$ cat src/rtl/sram_arbiter.sv
// Three-port arbiter for a single-port SRAM macro: management (wb) port plus
// core data (dm) and instruction (im) ports, with a bounded wb burst.
module sram_arbiter #(
  parameter int ADDR_W       = 9,
  parameter int WB_BURST_MAX = 4
) (
  input  logic              wb_clk_i,
  input  logic              wb_rst_i,
  input  logic              core_en,
  input  logic              wb_req,
  input  logic              wb_we,
  input  logic [ADDR_W-1:0] wb_addr,
  input  logic [31:0]       wb_wdata,
  input  logic [3:0]        wb_wmask,
  input  logic              dm_req,
  input  logic              dm_we,
  input  logic [ADDR_W-1:0] dm_addr,
  input  logic [31:0]       dm_wdata,
  input  logic [3:0]        dm_wmask,
  input  logic              im_req,
  input  logic [ADDR_W-1:0] im_addr,
  output logic              wb_gnt,
  output logic              dm_gnt,
  output logic              im_gnt,
  output logic              wb_rvalid,
  output logic              dm_rvalid,
  output logic              im_rvalid,
  output logic [31:0]       rdata,
  output logic              sram_csb,
  output logic              sram_web,
  output logic [ADDR_W-1:0] sram_addr,
  output logic [31:0]       sram_din,
  output logic [3:0]        sram_wmask,
  input  logic [31:0]       sram_dout
);

  localparam int SW = $clog2(WB_BURST_MAX + 1);

  logic [SW-1:0]     streak_q, streak_d;
  logic              ptr_q, ptr_d;     // 1: dm served last, so im wins the next tie
  logic [2:0]        pend_q, pend_d;   // read owner {wb, dm, im} of the access in flight
  logic [ADDR_W-1:0] addr_q;
  logic [31:0]       din_q;
  logic [3:0]        wmask_q;

  logic dm_eff, im_eff, core_any, reserved, core_dm, core_im;

  always_comb begin
    dm_eff   = dm_req & core_en;
    im_eff   = im_req & core_en;
    core_any = dm_eff | im_eff;
    reserved = (streak_q == SW'(WB_BURST_MAX));
    core_dm  = dm_eff & (~im_eff | ~ptr_q);
    core_im  = im_eff & ~core_dm;

    wb_gnt = 1'b0;
    dm_gnt = 1'b0;
    im_gnt = 1'b0;
    if (!wb_rst_i) begin
      if (wb_req && !(reserved && core_any)) begin
        wb_gnt = 1'b1;
      end else begin
        dm_gnt = core_dm;
        im_gnt = core_im;
      end
    end

    ptr_d = ptr_q;
    if (dm_gnt)      ptr_d = 1'b1;
    else if (im_gnt) ptr_d = 1'b0;

    streak_d = streak_q;
    if (dm_gnt || im_gnt || !core_any) streak_d = '0;
    else if (wb_gnt)                   streak_d = streak_q + SW'(1);

    pend_d = {wb_gnt & ~wb_we, dm_gnt & ~dm_we, im_gnt};

    // Idle cycles keep the previous address/data on the macro pins.
    sram_csb   = 1'b1;
    sram_web   = 1'b1;
    sram_addr  = addr_q;
    sram_din   = din_q;
    sram_wmask = wmask_q;
    if (wb_gnt) begin
      sram_csb   = 1'b0;
      sram_web   = ~wb_we;
      sram_addr  = wb_addr;
      sram_din   = wb_wdata;
      sram_wmask = wb_wmask;
    end else if (dm_gnt) begin
      sram_csb   = 1'b0;
      sram_web   = ~dm_we;
      sram_addr  = dm_addr;
      sram_din   = dm_wdata;
      sram_wmask = dm_wmask;
    end else if (im_gnt) begin
      sram_csb  = 1'b0;
      sram_addr = im_addr;
    end
    if (wb_rst_i) begin
      sram_addr  = '0;
      sram_din   = '0;
      sram_wmask = '0;
    end

    {wb_rvalid, dm_rvalid, im_rvalid} = pend_q & {3{~wb_rst_i}};
    rdata = (wb_rvalid | dm_rvalid | im_rvalid) ? sram_dout : 32'h0;
  end

  always_ff @(posedge wb_clk_i) begin
    if (wb_rst_i) begin
      streak_q <= '0;
      ptr_q    <= 1'b0;
      pend_q   <= '0;
      addr_q   <= '0;
      din_q    <= '0;
      wmask_q  <= '0;
    end else begin
      streak_q <= streak_d;
      ptr_q    <= ptr_d;
      pend_q   <= pend_d;
      addr_q   <= sram_addr;
      din_q    <= sram_din;
      wmask_q  <= sram_wmask;
    end
  end

endmodule

$ cat config.mk
export PLATFORM = sky130hd
export DESIGN_NAME = sram_arbiter
export DESIGN_NICKNAME = d
export VERILOG_FILES = /design/src/rtl/sram_arbiter.sv
export SDC_FILE = /design/constraint.sdc
export NUM_CORES = 1
export LEC_CHECK = 0
export BUFFER_PORTS_ARGS = -buffer_cell sky130_fd_sc_hd__buf_2
export CORE_MARGIN = 2
export CORE_UTILIZATION = 40
export CTS_BUF_LIST = sky130_fd_sc_hd__clkbuf_16
export CTS_CLUSTER_DIAMETER = 50
export CTS_CLUSTER_SIZE = 28
export DETAILED_ROUTE_END_ITERATION = 16
export PLACE_DENSITY = 0.8
export SYNTH_ARGS = -nofsm -noshare
export SYNTH_HDL_FRONTEND = slang
export SYNTH_SLANG_ARGS = --single-unit
$ cat constraint.sdc
create_clock -name wb_clk_i -period 2.7 [get_ports wb_clk_i]
set_clock_uncertainty 0.05 [all_clocks]
set_input_delay 0.135 -clock wb_clk_i [delete_from_list [all_inputs] [get_ports wb_clk_i]]
set_output_delay 0.135 -clock wb_clk_i [all_outputs]
set_load 0.05 [all_outputs]
==> flow_summary.rst <==
.. list-table::
   :header-rows: 1

   * - Metric
     - Value
   * - Count of endpoints failing setup in the final report
     - 0
   * - Share of the yosys chip area belonging to registers
     - 33.7%
   * - Largest driver fanout on the critical path
     - 26
   * - Leak pwr
     - 0.00220 uW
   * - Avg Synthesized Cell Area
     - 7.72 sq um
   * - Clock input transition at the sequential cells of the worst setup and hold paths
     - 70 ps
   * - Post-Route Hold Slack
     - 94.3 ps
   * - Most area-hungry cell type in the Yosys netlist
     - sky130_fd_sc_hd__dfxtp_1
   * - Vias in the first global route
     - 3661
   * - Prevailing post-synth register cell
     - sky130_fd_sc_hd__dfxtp_1
   * - Standard cell core area
     - 7610 sq um
   * - Power density relative to cell area
     - 494 nW/um^2
   * - Drt drc
     - 0
   * - Die outline area
     - 8440 sq um
   * - Critical path startpoint category
     - register
   * - Portion of synthesized cell area occupied by the leading cell type
     - 33.7%
   * - Total grt overflow
     - 0
   * - Class of the tightest hold or removal check
     - input port to register
   * - GR Util met3
     - 4.60%
   * - Core Rows
     - 32
   * - Width of the chip
     - 91.8 microns
   * - Root Driver
     - sky130_fd_sc_hd__clkbuf_16
   * - Outcome
     - complete, no violations
   * - Clock tree from TritonCTS
     - yes
   * - Data required, critical path
     - 2520 ps
   * - Number of routed nets with antenna violations
     - 0
   * - Post-Place Worst Slack
     - 270 ps
   * - Mapped Area
     - 3090 sq um
   * - Tcrit/Tclk final
     - 92.9%
   * - Gr usage total
     - 22.9%
   * - Worst IR drop on VDD
     - 0.396 mV
   * - Growth of design area from synthesis to finish
     - 45.9%
   * - Number of max-slew violations in the final report
     - 0
   * - Maximum number of buffers from clock root to sink
     - 2
   * - Relative max-transition margin
     - 55.0%
   * - Clock latency at the later pin of the worst-skew pair
     - 280 ps
   * - Final total negative setup slack
     - 0 ps
   * - #FFs+latches synth
     - 52
   * - Number of enable-type register cells in the synthesized netlist
     - 0
   * - Post-layout net count
     - 759
   * - Initial antenna violation count
     - 0
   * - Filler Cell Count
     - 726
   * - Most numerous cell types in the synthesized netlist
     - sky130_fd_sc_hd__a211oi_1 (72), sky130_fd_sc_hd__dfxtp_1 (52), sky130_fd_sc_hd__nand2_1 (49)
   * - Max Freq
     - 0.399 GHz
   * - Share of post-route cells with drive strength above 1
     - 42.0%
   * - Number of inserted diodes
     - 0
   * - Dpl hpwl
     - 7730 microns
   * - Met1 GRT Util
     - 25.6%
   * - Global-route wire length before repair
     - 16100 microns
   * - Avg WL per Cell
     - 14.1 microns
   * - Finished Core Util
     - 59.2%
   * - Fraction of synthesis flops using an asynchronous set or reset pin
     - 0%
   * - RePlAce Congestion
     - 0.779
   * - Total I/O pin count
     - 224
   * - Vias per cell
     - 5.28
   * - Starting density of the core
     - 40.6%
   * - RSZ-0062 raised after global routing
     - false
   * - Gate count of the mapped netlist
     - 400
   * - CTS sink cnt
     - 52
   * - Number of placed cells counting well taps
     - 703
   * - Count of maximum capacitance violations
     - 0
   * - Setup WS post-layout
     - 191 ps
   * - Global routing's busiest layer
     - met2
   * - Actual transition at the worst max-transition pin
     - 675 ps
   * - Top-count cell post-synth
     - sky130_fd_sc_hd__a211oi_1
   * - DRC marker count from the first detailed-route iteration
     - 129
   * - Count of synthesis-stage warnings from yosys
     - 0
   * - Worst path arrival time
     - 2320 ps
   * - GR Layer Usage met2
     - 43.9%
   * - Final number of hold-violating endpoints
     - 0
   * - Number of buffers created by CTS
     - 5
   * - Number of H-tree levels
     - 2
   * - Area contributors post-synth
     - sky130_fd_sc_hd__dfxtp_1 (34%), sky130_fd_sc_hd__a211oi_1 (18%), sky130_fd_sc_hd__and2_1 (6.7%)
   * - Number of buffers added on ports
     - 223
   * - Overall via count from detail_route
     - 3806
   * - TritonRoute pass-1 iters
     - 4
   * - Shortest period the worst path allows
     - 2510 ps
   * - Netlist cell types
     - 32
   * - Critical path endpoint category
     - primary output
   * - Critical path type
     - register to primary output
   * - Maximum number of pins on one net before global-route repair
     - 47
   * - Number of standard cells in the layout, taps in and fillers out
     - 721
   * - Synthesized net count
     - 541
   * - Total wire length after detailed routing
     - 10200 microns
   * - Overall die height
     - 91.8 microns
## cell usage in the layout (no fill, tap or decap)
cell type                       netlist  layout
sky130_fd_sc_hd__buf_2                6     223
sky130_fd_sc_hd__a211oi_1            72      72
sky130_fd_sc_hd__dfxtp_1             52      52
sky130_fd_sc_hd__nand2_1             49      48
sky130_fd_sc_hd__nor2_1              41      41
sky130_fd_sc_hd__a21oi_1             36      36
sky130_fd_sc_hd__and2_1              33      32
sky130_fd_sc_hd__a31oi_1             27      27
sky130_fd_sc_hd__buf_4                5      18
sky130_fd_sc_hd__inv_1               14      14
sky130_fd_sc_hd__mux2i_1             10      10
sky130_fd_sc_hd__o31ai_1              6       6
sky130_fd_sc_hd__nor2b_1              5       5
sky130_fd_sc_hd__clkbuf_16            0       5
sky130_fd_sc_hd__o31ai_2              4       4
sky130_fd_sc_hd__nand3_1              2       2
sky130_fd_sc_hd__ha_1                 2       2
sky130_fd_sc_hd__clkinv_1             0       2
sky130_fd_sc_hd__dlygate4sd3_1        0       2
sky130_fd_sc_hd__o2111ai_2            1       1
sky130_fd_sc_hd__nand2_2              1       1
sky130_fd_sc_hd__nand2_4              0       1
sky130_fd_sc_hd__and3_2               0       1
sky130_fd_sc_hd__nand3b_1             1       1
sky130_fd_sc_hd__a221oi_2             1       1
sky130_fd_sc_hd__and2_4               0       1
sky130_fd_sc_hd__nand3_2              1       1
sky130_fd_sc_hd__or3_1                1       1
sky130_fd_sc_hd__a21boi_0             1       1
sky130_fd_sc_hd__nor3_1               1       1
sky130_fd_sc_hd__o2111ai_1            1       1
sky130_fd_sc_hd__xor2_1               1       1
sky130_fd_sc_hd__xnor2_1              1       1
sky130_fd_sc_hd__a221oi_1             1       1
sky130_fd_sc_hd__bufinv_16            0       1
sky130_fd_sc_hd__and2_2               0       1
sky130_fd_sc_hd__buf_12               0       1
## registers in the layout (all words and copies together) (netlist names)
name and flops:
addr_q 9, din_q 32, pend_q 3, ptr_q 1, streak_q 3, wmask_q 4
## critical path, stage by stage, from the launching register on
cell                        delay [ps]
sky130_fd_sc_hd__dfxtp_1           340
sky130_fd_sc_hd__inv_1              70
sky130_fd_sc_hd__ha_1              230
sky130_fd_sc_hd__o2111ai_2         230
sky130_fd_sc_hd__and2_4            300
sky130_fd_sc_hd__buf_12            180
sky130_fd_sc_hd__a21oi_1            80
sky130_fd_sc_hd__a211oi_1          280
sky130_fd_sc_hd__buf_2             310
## through the flow
| step | power (uW) | cell area, sq um |
|---|---|---|
| 2_1_floorplan | 1310 | 3090 |
| 3_3_place_gp | 1510 | 4250 |
| 3_5_place_dp | 1530 | 4250 |
| 4_1_cts | 2230 | 4440 |
| 5_1_grt | 2330 | 4500 |
| 6_report | 2220 | 4500 |
## logic make-up (layout without fill, tap and decap cells)
logic type               after synthesis  after routing  share of synthesized area, %
buffers and inverters                 48            266                          7.66
XOR/XNOR                               2              2                         0.568
flip-flops                            52             52                          33.7
AO/OA/AOI/OAI                        150            150                          33.7
adder cells (fa/ha/maj)                2              2                         0.811
AND/OR/NAND/NOR                      136            137                          20.3
multiplexers                          10             10                          3.24
## path summary, 6_finish.rpt
kind | cells after the start | endpoint | slack (ps) | start
hold reg to reg | 2 | din_q[27]$_SDFF_PP0_ | 430 | din_q[27]$_SDFF_PP0_
setup reg to reg | 8 | streak_q[1]$_SDFFE_PP0P_ | 630 | streak_q[0]$_SDFFE_PP0P_
hold / removal | 3 | addr_q[5]$_SDFF_PP0_ | 90 | dm_addr[5]
setup / recovery | 8 | sram_din[10] | 190 | streak_q[0]$_SDFFE_PP0P_
## final cells by class
type / count / area, sq um / share of cell area, %
Clock inverter: 3 / 37.5 / 0.834
Tap cell: 102 / 128 / 2.83
Multi-Input combinational cell: 301 / 1830 / 40.6
Timing Repair Buffer: 244 / 1290 / 28.7
Sequential cell: 52 / 1040 / 23.1
Inverter: 14 / 52.6 / 1.17
Clock buffer: 5 / 125 / 2.78
## metal layers
metal  vias to the layer above  part of all wire [%]
met5                         -                     0
met4                         0                   1.0
met3                        12                   7.0
met2                       174                    52
met1                      1733                    40
li1                       1887                     -
## report_power, final
part / switching (uW) / internal, uW / leakage [uW] / total, uW
combinational: 470 / 222 / 0.00169 / 692
clock: 271 / 431 / 0.0000789 / 702
sequential: 13.0 / 818 / 0.000431 / 831
total: 753 / 1470 / 0.00220 / 2220
## timing repair
item                                   in CTS  in global routing
resized for setup                           2                  1
setup endpoints to repair                   2                 13
pin swaps                                   0                  2
gates cloned                                0                  1
hold buffers                                2                  0
endpoints found under the hold margin       2                  0
setup buffers                               0                  7
(Power assumes the default switching activity.)
